==> config.mk <==
export PLATFORM = sky130hd
export DESIGN_NAME = mem_arbiter
export DESIGN_NICKNAME = d
export VERILOG_FILES = /design/src/rtl/mem_arbiter.sv
export SDC_FILE = /design/constraint.sdc
export NUM_CORES = 1
export LEC_CHECK = 0
export ABC_CLOCK_PERIOD_IN_PS = 3010
export CORE_ASPECT_RATIO = 1.2
export CORE_MARGIN = 2
export CORE_UTILIZATION = 40
export DETAILED_ROUTE_END_ITERATION = 7
export PLACE_DENSITY = 0.77
export REMOVE_ABC_BUFFERS = 1
export SYNTH_ARGS = -nofsm -noshare
export SYNTH_HDL_FRONTEND = slang
export SYNTH_SLANG_ARGS = --single-unit
==> constraint.sdc <==
create_clock -name clk -period 3.01 [get_ports clk]
set_input_delay 0.7525 -clock clk [delete_from_list [all_inputs] [get_ports clk]]
set_output_delay 0.7525 -clock clk [all_outputs]
set_load 0.05 [all_outputs]
==> src/rtl/mem_arbiter.sv <==
// rtl/mem_arbiter.sv - shares one single-port memory between the fetch and data ports
// Define MEM_ARB_RR_EN for round-robin resolution of contested grants (default: fixed data priority).
module mem_arbiter #(
  parameter int ADDR_W   = 32,
  parameter int DATA_W   = 32,
  parameter int MAX_WAIT = 15
) (
  input  logic              clk,
  input  logic              rst,
  input  logic              if_req,
  input  logic [ADDR_W-1:0] if_addr,
  output logic              if_rvalid,
  output logic [DATA_W-1:0] if_rdata,
  input  logic              d_req,
  input  logic              d_we,
  input  logic [ADDR_W-1:0] d_addr,
  input  logic [DATA_W-1:0] d_wdata,
  input  logic [2:0]        d_width,
  output logic              d_rvalid,
  output logic [DATA_W-1:0] d_rdata,
  output logic              mem_req,
  output logic              mem_we,
  output logic [ADDR_W-1:0] mem_addr,
  output logic [DATA_W-1:0] mem_wdata,
  output logic [2:0]        mem_width,
  input  logic              mem_ready,
  input  logic [DATA_W-1:0] mem_rdata,
  output logic              stall_if,
  output logic              stall_d,
  output logic              err
);

  typedef enum logic [1:0] {
    IDLE   = 2'd0,
    SRV_IF = 2'd1,
    SRV_D  = 2'd2,
    DONE   = 2'd3
  } state_t;

  localparam logic [7:0] MAX_WAIT_C  = 8'(MAX_WAIT);
  localparam logic [2:0] FETCH_WIDTH = 3'b010;

  state_t              state_q, state_d;
  logic                mem_req_q, mem_req_d;
  logic                mem_we_q, mem_we_d;
  logic [ADDR_W-1:0]   mem_addr_q, mem_addr_d;
  logic [DATA_W-1:0]   mem_wdata_q, mem_wdata_d;
  logic [2:0]          mem_width_q, mem_width_d;
  logic                if_rvalid_q, if_rvalid_d;
  logic [DATA_W-1:0]   if_rdata_q, if_rdata_d;
  logic                d_rvalid_q, d_rvalid_d;
  logic [DATA_W-1:0]   d_rdata_q, d_rdata_d;
  logic                err_q, err_d;
  logic [7:0]          wait_q, wait_d;
  logic                pick_d;
  logic                finish;
  logic [DATA_W-1:0]   resp_data;

`ifdef MEM_ARB_RR_EN
  // 1 = data port was served last; resets to fetch so the first contest goes to data
  logic                last_d_q, last_d_d;

  always_comb begin
    pick_d = d_req & (~if_req | ~last_d_q);
  end
`else
  always_comb begin
    pick_d = d_req;
  end
`endif

  always_comb begin
    state_d     = state_q;
    mem_req_d   = mem_req_q;
    mem_we_d    = mem_we_q;
    mem_addr_d  = mem_addr_q;
    mem_wdata_d = mem_wdata_q;
    mem_width_d = mem_width_q;
    if_rvalid_d = 1'b0;
    if_rdata_d  = if_rdata_q;
    d_rvalid_d  = 1'b0;
    d_rdata_d   = d_rdata_q;
    err_d       = err_q;
    wait_d      = wait_q;
    finish      = 1'b0;
    resp_data   = '0;
`ifdef MEM_ARB_RR_EN
    last_d_d    = last_d_q;
`endif

    case (state_q)
      IDLE: begin
        if (pick_d) begin
          state_d     = SRV_D;
          mem_req_d   = 1'b1;
          mem_we_d    = d_we;
          mem_addr_d  = d_addr;
          mem_wdata_d = d_wdata;
          mem_width_d = d_width;
          wait_d      = '0;
`ifdef MEM_ARB_RR_EN
          last_d_d    = 1'b1;
`endif
        end else if (if_req) begin
          state_d     = SRV_IF;
          mem_req_d   = 1'b1;
          mem_we_d    = 1'b0;
          mem_addr_d  = if_addr;
          mem_wdata_d = '0;
          mem_width_d = FETCH_WIDTH;
          wait_d      = '0;
`ifdef MEM_ARB_RR_EN
          last_d_d    = 1'b0;
`endif
        end
      end

      SRV_IF, SRV_D: begin
        // A ready on the final wait cycle still counts as a completion
        if (mem_ready) begin
          finish    = 1'b1;
          resp_data = mem_rdata;
        end else if (wait_q == MAX_WAIT_C) begin
          finish    = 1'b1;
          err_d     = 1'b1;
        end else begin
          wait_d    = wait_q + 8'd1;
        end

        if (finish) begin
          state_d     = DONE;
          mem_req_d   = 1'b0;
          mem_we_d    = 1'b0;
          mem_addr_d  = '0;
          mem_wdata_d = '0;
          mem_width_d = '0;
          if (state_q == SRV_IF) begin
            if_rvalid_d = 1'b1;
            if_rdata_d  = resp_data;
          end else begin
            d_rvalid_d  = 1'b1;
            d_rdata_d   = mem_we_q ? '0 : resp_data;
          end
        end
      end

      DONE: begin
        state_d = IDLE;
      end

      default: begin
        state_d = IDLE;
      end
    endcase
  end

  always_ff @(posedge clk or negedge rst) begin
    if (!rst) begin
      state_q     <= IDLE;
      mem_req_q   <= 1'b0;
      mem_we_q    <= 1'b0;
      mem_addr_q  <= '0;
      mem_wdata_q <= '0;
      mem_width_q <= '0;
      if_rvalid_q <= 1'b0;
      if_rdata_q  <= '0;
      d_rvalid_q  <= 1'b0;
      d_rdata_q   <= '0;
      err_q       <= 1'b0;
      wait_q      <= '0;
`ifdef MEM_ARB_RR_EN
      last_d_q    <= 1'b0;
`endif
    end else begin
      state_q     <= state_d;
      mem_req_q   <= mem_req_d;
      mem_we_q    <= mem_we_d;
      mem_addr_q  <= mem_addr_d;
      mem_wdata_q <= mem_wdata_d;
      mem_width_q <= mem_width_d;
      if_rvalid_q <= if_rvalid_d;
      if_rdata_q  <= if_rdata_d;
      d_rvalid_q  <= d_rvalid_d;
      d_rdata_q   <= d_rdata_d;
      err_q       <= err_d;
      wait_q      <= wait_d;
`ifdef MEM_ARB_RR_EN
      last_d_q    <= last_d_d;
`endif
    end
  end

  assign mem_req   = mem_req_q;
  assign mem_we    = mem_we_q;
  assign mem_addr  = mem_addr_q;
  assign mem_wdata = mem_wdata_q;
  assign mem_width = mem_width_q;
  assign if_rvalid = if_rvalid_q;
  assign if_rdata  = if_rdata_q;
  assign d_rvalid  = d_rvalid_q;
  assign d_rdata   = d_rdata_q;
  assign err       = err_q;
  assign stall_if  = if_req & ~if_rvalid_q;
  assign stall_d   = d_req & ~d_rvalid_q;

endmodule

==> impl_results.md, run 1 <==
- Number of instances in the synthesized netlist: 544
- Uppermost layer routed: met4
- Met1 Routed Length: 6.95 mm
- Total chip power: 13.7 mW
- Critical path, cell by cell: inv_1 -> ha_1 -> inv_1 -> and3_1 -> a22o_1
- Total gr overflow: 0
- Post-CTS resize count: 0
- Routed WL: 17.8 mm
- Critical Path Max Stage Delay: 1.06 ns
- Classification of the worst-slack hold path: input port to asynchronous set/reset pin
- Area overhead of the layout relative to synthesis: 56.2%
- Number of buffers inserted by post-CTS setup repair: 0
- Post-synth top area cell: sky130_fd_sc_hd__dfrtp_1
- DR vias/cell: 5.01
- Endpoint type of the worst setup path: flip-flop
- Most frequent cell on the critical path: sky130_fd_sc_hd__inv_1
- Actual slew at the worst max-slew pin: 1.34 ns
- Maxcap violations: 0
- Combined buffer and inverter count along the critical path: 2
- Worst Path Class, Setup: flip-flop to flip-flop
- Detailed Place HPWL: 13.1 mm
- Worst reg2reg path depth: 5
- Unrepaired setup endpoints after global routing: false
- GPL Wtd Cong: 0.804
- Count of nets after finishing: 950
- Arrival time of data at the critical path endpoint: 2.78 ns
- Yosys reg bits: 146
- Number of clock buffers inserted by TritonCTS: 17
- Number of buffers between clock root and the deepest sink: 2
- Routed length on met2: 9.17 mm
- Worst clock skew: 0.0148 ns
- Number of remaining DRC errors: 0
- Synth cell count leaders: sky130_fd_sc_hd__dfrtp_1 (146), sky130_fd_sc_hd__mux2i_1 (64), sky130_fd_sc_hd__nand2_1 (40)
- Initial standard-cell utilization of the core: 0.409
- Max-slew violation total from the final report: 0
- IO Count: 275
- Placeable core region: 0.0156 sq mm
- Die Y: 142 microns
- Placement row count: 50
- Leading cell types by total area after synthesis: sky130_fd_sc_hd__dfrtp_1 (57%), sky130_fd_sc_hd__mux2i_1 (10%), sky130_fd_sc_hd__mux2_2 (6.2%)
- Area of the mapped netlist: 0.00636 sq mm
- R2R Path End: mem_wdata[20]
- Hold violation count in the final report: 0
- Crit path launch: state_q[0]
- N_diodes: 0
- Worst reg2reg startpoint: state_q[0]
- Hold bufs inserted after CTS: 0
- Wire length of the first global-routing pass: 28.6 mm
- Slowest library cell on the worst path: sky130_fd_sc_hd__and3_1
- Routed length on met3: 1.30 mm
- Number of DRC markers in iteration 0: 239
- Drt pass-1 iters: 4
- Peak VDD IR: 0.000816 V
- Static leakage: 4.88 nW
- Cell count along the critical path: 5
- Die footprint: 0.0169 sq mm
- WL per Instance: 17.3 microns
- Async SR Flop Fraction: 1.00
- Critical path endpoint: mem_wdata[20]
- FMAX: 0.409 GHz
- Run status: complete, no violations
- Number of synthesized flops with an enable pin: 0
- Global-route total usage across every layer: 0.214
- Post-route ant nets: 0
- PortBufs: 274
- Final Cycle Share: 0.812
- Fraction of final layout cells sized beyond drive strength 1: 0.111
- Die Span X: 119 microns
- Initial antenna violation count: 0
- Library cell used as clock root buffer: sky130_fd_sc_hd__clkbuf_16
- Final cell utilization of the core: 0.638
- Share of synthesized area occupied by flip-flops and latches: 0.574
- Final min period: 2.44 ns
- Routed vias: 5,163
- Later-pin clock latency in the skew report: 0.41 ns
- Number of clock sinks: 146
- Required time of the critical path: 3.35 ns
- Power density cells: 1380 mW/mm^2
- Worst setup margin: 0.567 ns
- Yosys top cell area share: 0.574
- Average footprint of a synthesized cell: 11.7 sq um
- Critical path startpoint category: flip-flop
- # setup viols final: 0
- Clock tree from TritonCTS: yes
- Number of synthesis warnings: 0
- Library cell with the highest instance count after synthesis: sky130_fd_sc_hd__dfrtp_1
- Critical path peak fanout: 35
- Slew headroom: 0.104
- Vias in the first global route: 5,631
- Primary flip-flop cell chosen by synthesis mapping: sky130_fd_sc_hd__dfrtp_1
- Top delay family on crit path: simple AND/OR/NAND/NOR gates
- Largest net degree at the start of global routing: 64
- Number of H-tree levels: 4
- Count of distinct cell types in the synthesized netlist: 38
- Slack of the worst reg-to-reg path: 0.57 ns
- Post-CTS clock slew at the launch and capture registers of the worst setup and hold paths: 0.06 ns
- Worst slack at placement: 0.469 ns
## how the worst min path moves through the flow
stage	start	to	slack, ns	depth (start not counted)
after global routing	rst	d_rdata[15]	0.31	1
final	rst	d_rdata[15]	0.29	1
after global placement	mem_addr[18]	mem_addr[18]	0.46	1
after floorplan	rst	d_rdata[0]	0.46	0
after detailed placement	mem_addr[6]	mem_addr[6]	0.47	1
after CTS	rst	d_rdata[15]	0.29	1
## per-layer routing
metal / GRT usage / up-vias
met2: 0.382 / 218
li1: - / 2412
met1: 0.244 / 2511
met4: 0.0821 / 0
met5: 0 / -
met3: 0.0613 / 22
## cells by family (layout without fill, tap and decap cells)
kind of cell	count (synthesis)	in the layout	synth area share
flops	146	146	0.574
simple gates	128	128	0.0926
mux	99	99	0.163
compound gates	89	89	0.110
buf+inv	78	356	0.0527
fa+ha+maj	4	4	0.00787
## power by group
part           switching, mW  internal (mW)  total [mW]
sequential             0.562           2.90        3.46
combinational           5.22           2.89        8.11
clock                  0.866           1.25        2.12
## registers in the layout, indices dropped and copies added, names as in the netlist, 2 cells and up
| name | cells |
|---|---|
| d_rdata | 32 |
| if_rdata | 32 |
| mem_addr | 32 |
| mem_wdata | 32 |
| wait_q | 8 |
| mem_width | 3 |
| state_q | 2 |
## through the flow
step           std cells  hold WS (ns)  area (sq um)  TNS, ns
4_1_cts             1030         0.292          9940        0
5_1_grt             1030         0.305          9940        0
3_5_place_dp         998         0.468          9350        0
2_1_floorplan        503         0.457          6170  -104.83
6_report            1030         0.288          9940        0
3_3_place_gp         998         0.459          9350        0
## final cells by class
class / instances / area, sq um
clock buffers: 18 / 429
clock inverters: 14 / 168
fillers: 1198 / 5640
inverters: 37 / 139
multi-input cells: 320 / 2390
flip-flops and latches: 146 / 3650
well taps: 208 / 260
repair buffers: 287 / 2900
## placed cells by master (no fill, tap or decap), drive strengths merged, types with 2 or more instances in the layout
cell type / count
ha: 4
o21ai: 5
inv: 44
a21o: 32
clkdlybuf4s50: 269
buf: 18
or2: 2
mux2i: 64
nor3: 32
clkbuf: 18
nand3: 3
a31oi: 3
and3: 4
nor2: 35
clkinvlp: 4
nand2b: 3
a22o: 37
bufinv: 2
nand2: 40
o21bai: 2
a21oi: 3
nor2b: 4
mux2: 35
dfrtp: 146
## worst register-to-register path, stage by stage, from the launching register on
cell,delay [ns]
sky130_fd_sc_hd__dfrtp_1,0.39
sky130_fd_sc_hd__inv_1,0.09
sky130_fd_sc_hd__ha_1,0.43
sky130_fd_sc_hd__inv_1,0.12
sky130_fd_sc_hd__and3_1,1.06
sky130_fd_sc_hd__a22o_1,0.30
(Power assumes the default switching activity.)
==> inputs of run 2 (changes only) <==
Settings changed: ABC_CLOCK_PERIOD_IN_PS 3010 to 1950, CORE_UTILIZATION 40 to 38.
Clock period 3.01 ns to 1.95 ns, I/O delays scaled along.
==> impl_results.md, run 2 (synthesis gave the netlist of run 1 again) <==
- Post-route ant nets: 0 (unchanged)
- PortBufs: 274 (unchanged)
- Switching power: 10.4 mW (+57%)
- Vias in the first global route: 5,413 (-3.9%)
- Peak VDD IR: 0.00110 V (+34%)
- Arrival time of data at the critical path endpoint: 1.42 ns (-1.36 ns)
- DR vias/cell: 4.95 (-1.3%)
- Run status: complete, no violations
- Library cell used as clock root buffer: sky130_fd_sc_hd__clkbuf_16
- Worst clock skew: 0.0115 ns (-0.00330 ns)
- Die Span X: 122 microns (+2.5%)
- Fraction of final layout cells sized beyond drive strength 1: 0.306 (+0.195)
- Net Sw Frac: 0.494 (+0.00871)
- Setup TNS: 0 ns (unchanged)
- Sequential share of power: 0.252 (about the same)
- Die footprint: 0.0178 sq mm (+5.1%)
- Number of DRC markers in iteration 0: 302 (+26%)
- Placed instance area: 0.00922 sq mm (-1.3%)
- Later-pin clock latency in the skew report: 0.42 ns (about the same)
- Power density cells: 2130 mW/mm^2 (+55%)
- Critical path peak fanout: 2 (-94%)
- Endpoint type of the worst setup path: primary output
- Total gr overflow: 0 (unchanged)
- Initial antenna violation count: 0 (unchanged)
- Wire length of the first global-routing pass: 28.0 mm (-2.0%)
- IO Count: 275 (unchanged)
- Number of clock sinks: 146 (unchanged)
- Max-slew violation total from the final report: 0 (unchanged)
- Clock power frac: 0.146 (-0.009)
- Post-CTS clock slew at the launch and capture registers of the worst setup and hold paths: 0.06 ns (about the same)
- Initial standard-cell utilization of the core: 0.390 (-0.0190)
- Number of clock buffers inserted by TritonCTS: 17 (unchanged)
- Die Y: 146 microns (+2.5%)
- Unrepaired setup endpoints after global routing: true
- Most frequent cells in the layout: sky130_fd_sc_hd__buf_4 (162), sky130_fd_sc_hd__dfrtp_1 (144), sky130_fd_sc_hd__clkdlybuf4s50_1 (134)
- Routed vias: 5,240 (+1.5%)
- Internal power component: 10.6 mW (+51%)
- # setup viols final: 0 (unchanged)
- Placeable core region: 0.0163 sq mm (+4.9%)
- Most frequent standard cell in the layout excluding fill and tap cells: sky130_fd_sc_hd__buf_4
- Actual slew at the worst max-slew pin: 0.481 ns (-0.863 ns)
- FMAX: 0.524 GHz
- Final cell utilization of the core: 0.605 (-0.0331)
- Worst Path Class, Setup: input port to primary output
- # fillers: 1,359 (+13%)
- Final Cycle Share: 0.978
- Slew headroom: 0.680 (+0.576)
- Static leakage: 5.24 nW (+7.2%)
- Number of remaining DRC errors: 0 (unchanged)
- Classification of the worst-slack hold path: flip-flop to flip-flop
- Reg area: 0.00366 sq mm (about the same)
- GPL Wtd Cong: 0.824 (+2.6%)
- Post-layout instance area: 0.00988 sq mm (-0.58%)
- Clock tree from TritonCTS: yes
- Routed WL: 17.6 mm (-1.1%)
- N_diodes: 0 (unchanged)
- Hold violation count in the final report: 0 (unchanged)
- WL per Instance: 16.6 microns (-3.8%)
- Final min period: 1.91 ns
- Power share of the combinational group: 0.602 (+0.010)
- Critical path startpoint category: input port
- Maxcap violations: 0 (unchanged)
- Minimum hold slack: 0.476 ns (+0.189 ns)
- Drt pass-1 iters: 4 (unchanged)
- Count of nets after finishing: 975 (+2.6%)
- Area overhead of the layout relative to synthesis: 55.3%
- Required time of the critical path: 1.46 ns (-1.89 ns)
- Largest net degree at the start of global routing: 53 (-17%)
- Multi-input gate area in the final layout: 0.00243 sq mm (+1.9%)
- Worst setup margin: 0.0424 ns (-0.525 ns)
- Worst slack at placement: -0.305 ns (-0.774 ns)
- Global-route total usage across every layer: 0.202 (-0.0127)
- Detailed Place HPWL: 12.6 mm (-3.7%)
- Placement row count: 51 (+2.0%)
- Number of buffers between clock root and the deepest sink: 2 (unchanged)
- Number of H-tree levels: 4 (unchanged)
[run 2: power groups by stage]
stage | sequential (mW) | clock, mW | combinational, mW
2_1_floorplan | 9.86 | 0 | 3.14
3_3_place_gp | 5.31 | 0 | 12.3
3_5_place_dp | 5.32 | 0 | 12.5
4_1_cts | 5.32 | 3.15 | 12.8
5_1_grt | 5.50 | 3.28 | 13.4
6_report | 5.32 | 3.07 | 12.7
[run 2: worst paths after layout]
path | startpoint | end | slack [ns] | cells after the start
max in group asynchronous | rst | mem_addr[21] | 0.88 | 3
min reg2reg | mem_addr[15] | mem_addr[15] | 0.48 | 1
min in group asynchronous | rst | d_rdata[10] | 0.50 | 2
max reg2reg | wait_q[7] | d_rdata[25] | 0.05 | 6
max | if_req | stall_if | 0.04 | 4
min | mem_addr[15] | mem_addr[15] | 0.48 | 1
[run 2: final cells by class]
type,count,share of cell area
multi-input cells,320,0.246
repair buffers,312,0.286
clock buffers,18,0.0444
well taps,212,0.0268
clock inverters,14,0.0122
flip-flops and latches,146,0.370
inverters,37,0.0141
[run 2: per-layer routing]
metal,vias to the layer above,track usage,share of wire
li1,2467,-,-
met1,2536,0.249,0.42
met2,215,0.335,0.49
met3,22,0.0643,0.074
met4,0,0.0626,0.016
met5,-,0,0
[run 2: critical path: stages]
cell,delay [ns]
sky130_fd_sc_hd__clkdlybuf4s50_1,0.50
sky130_fd_sc_hd__buf_4,0.11
sky130_fd_sc_hd__nor2b_2,0.17
sky130_fd_sc_hd__buf_12,0.15
[run 2: metrics by stage]
step                total power, mW  instances
floorplan                      13.0        503
global placement               17.6       1023
detailed placement             17.8       1023
CTS                            21.2       1057
global route                   22.1       1059
finish                         21.1       1059
[run 2: timing repair]
item,4_1_cts,5_1_grt
pin swaps,0,2
cloned,1,0
buffers inserted,0,2
hold endpoints to repair,21,0
endpoints found under the setup margin,71,53
resized for setup,9,6
hold buffers,1,0
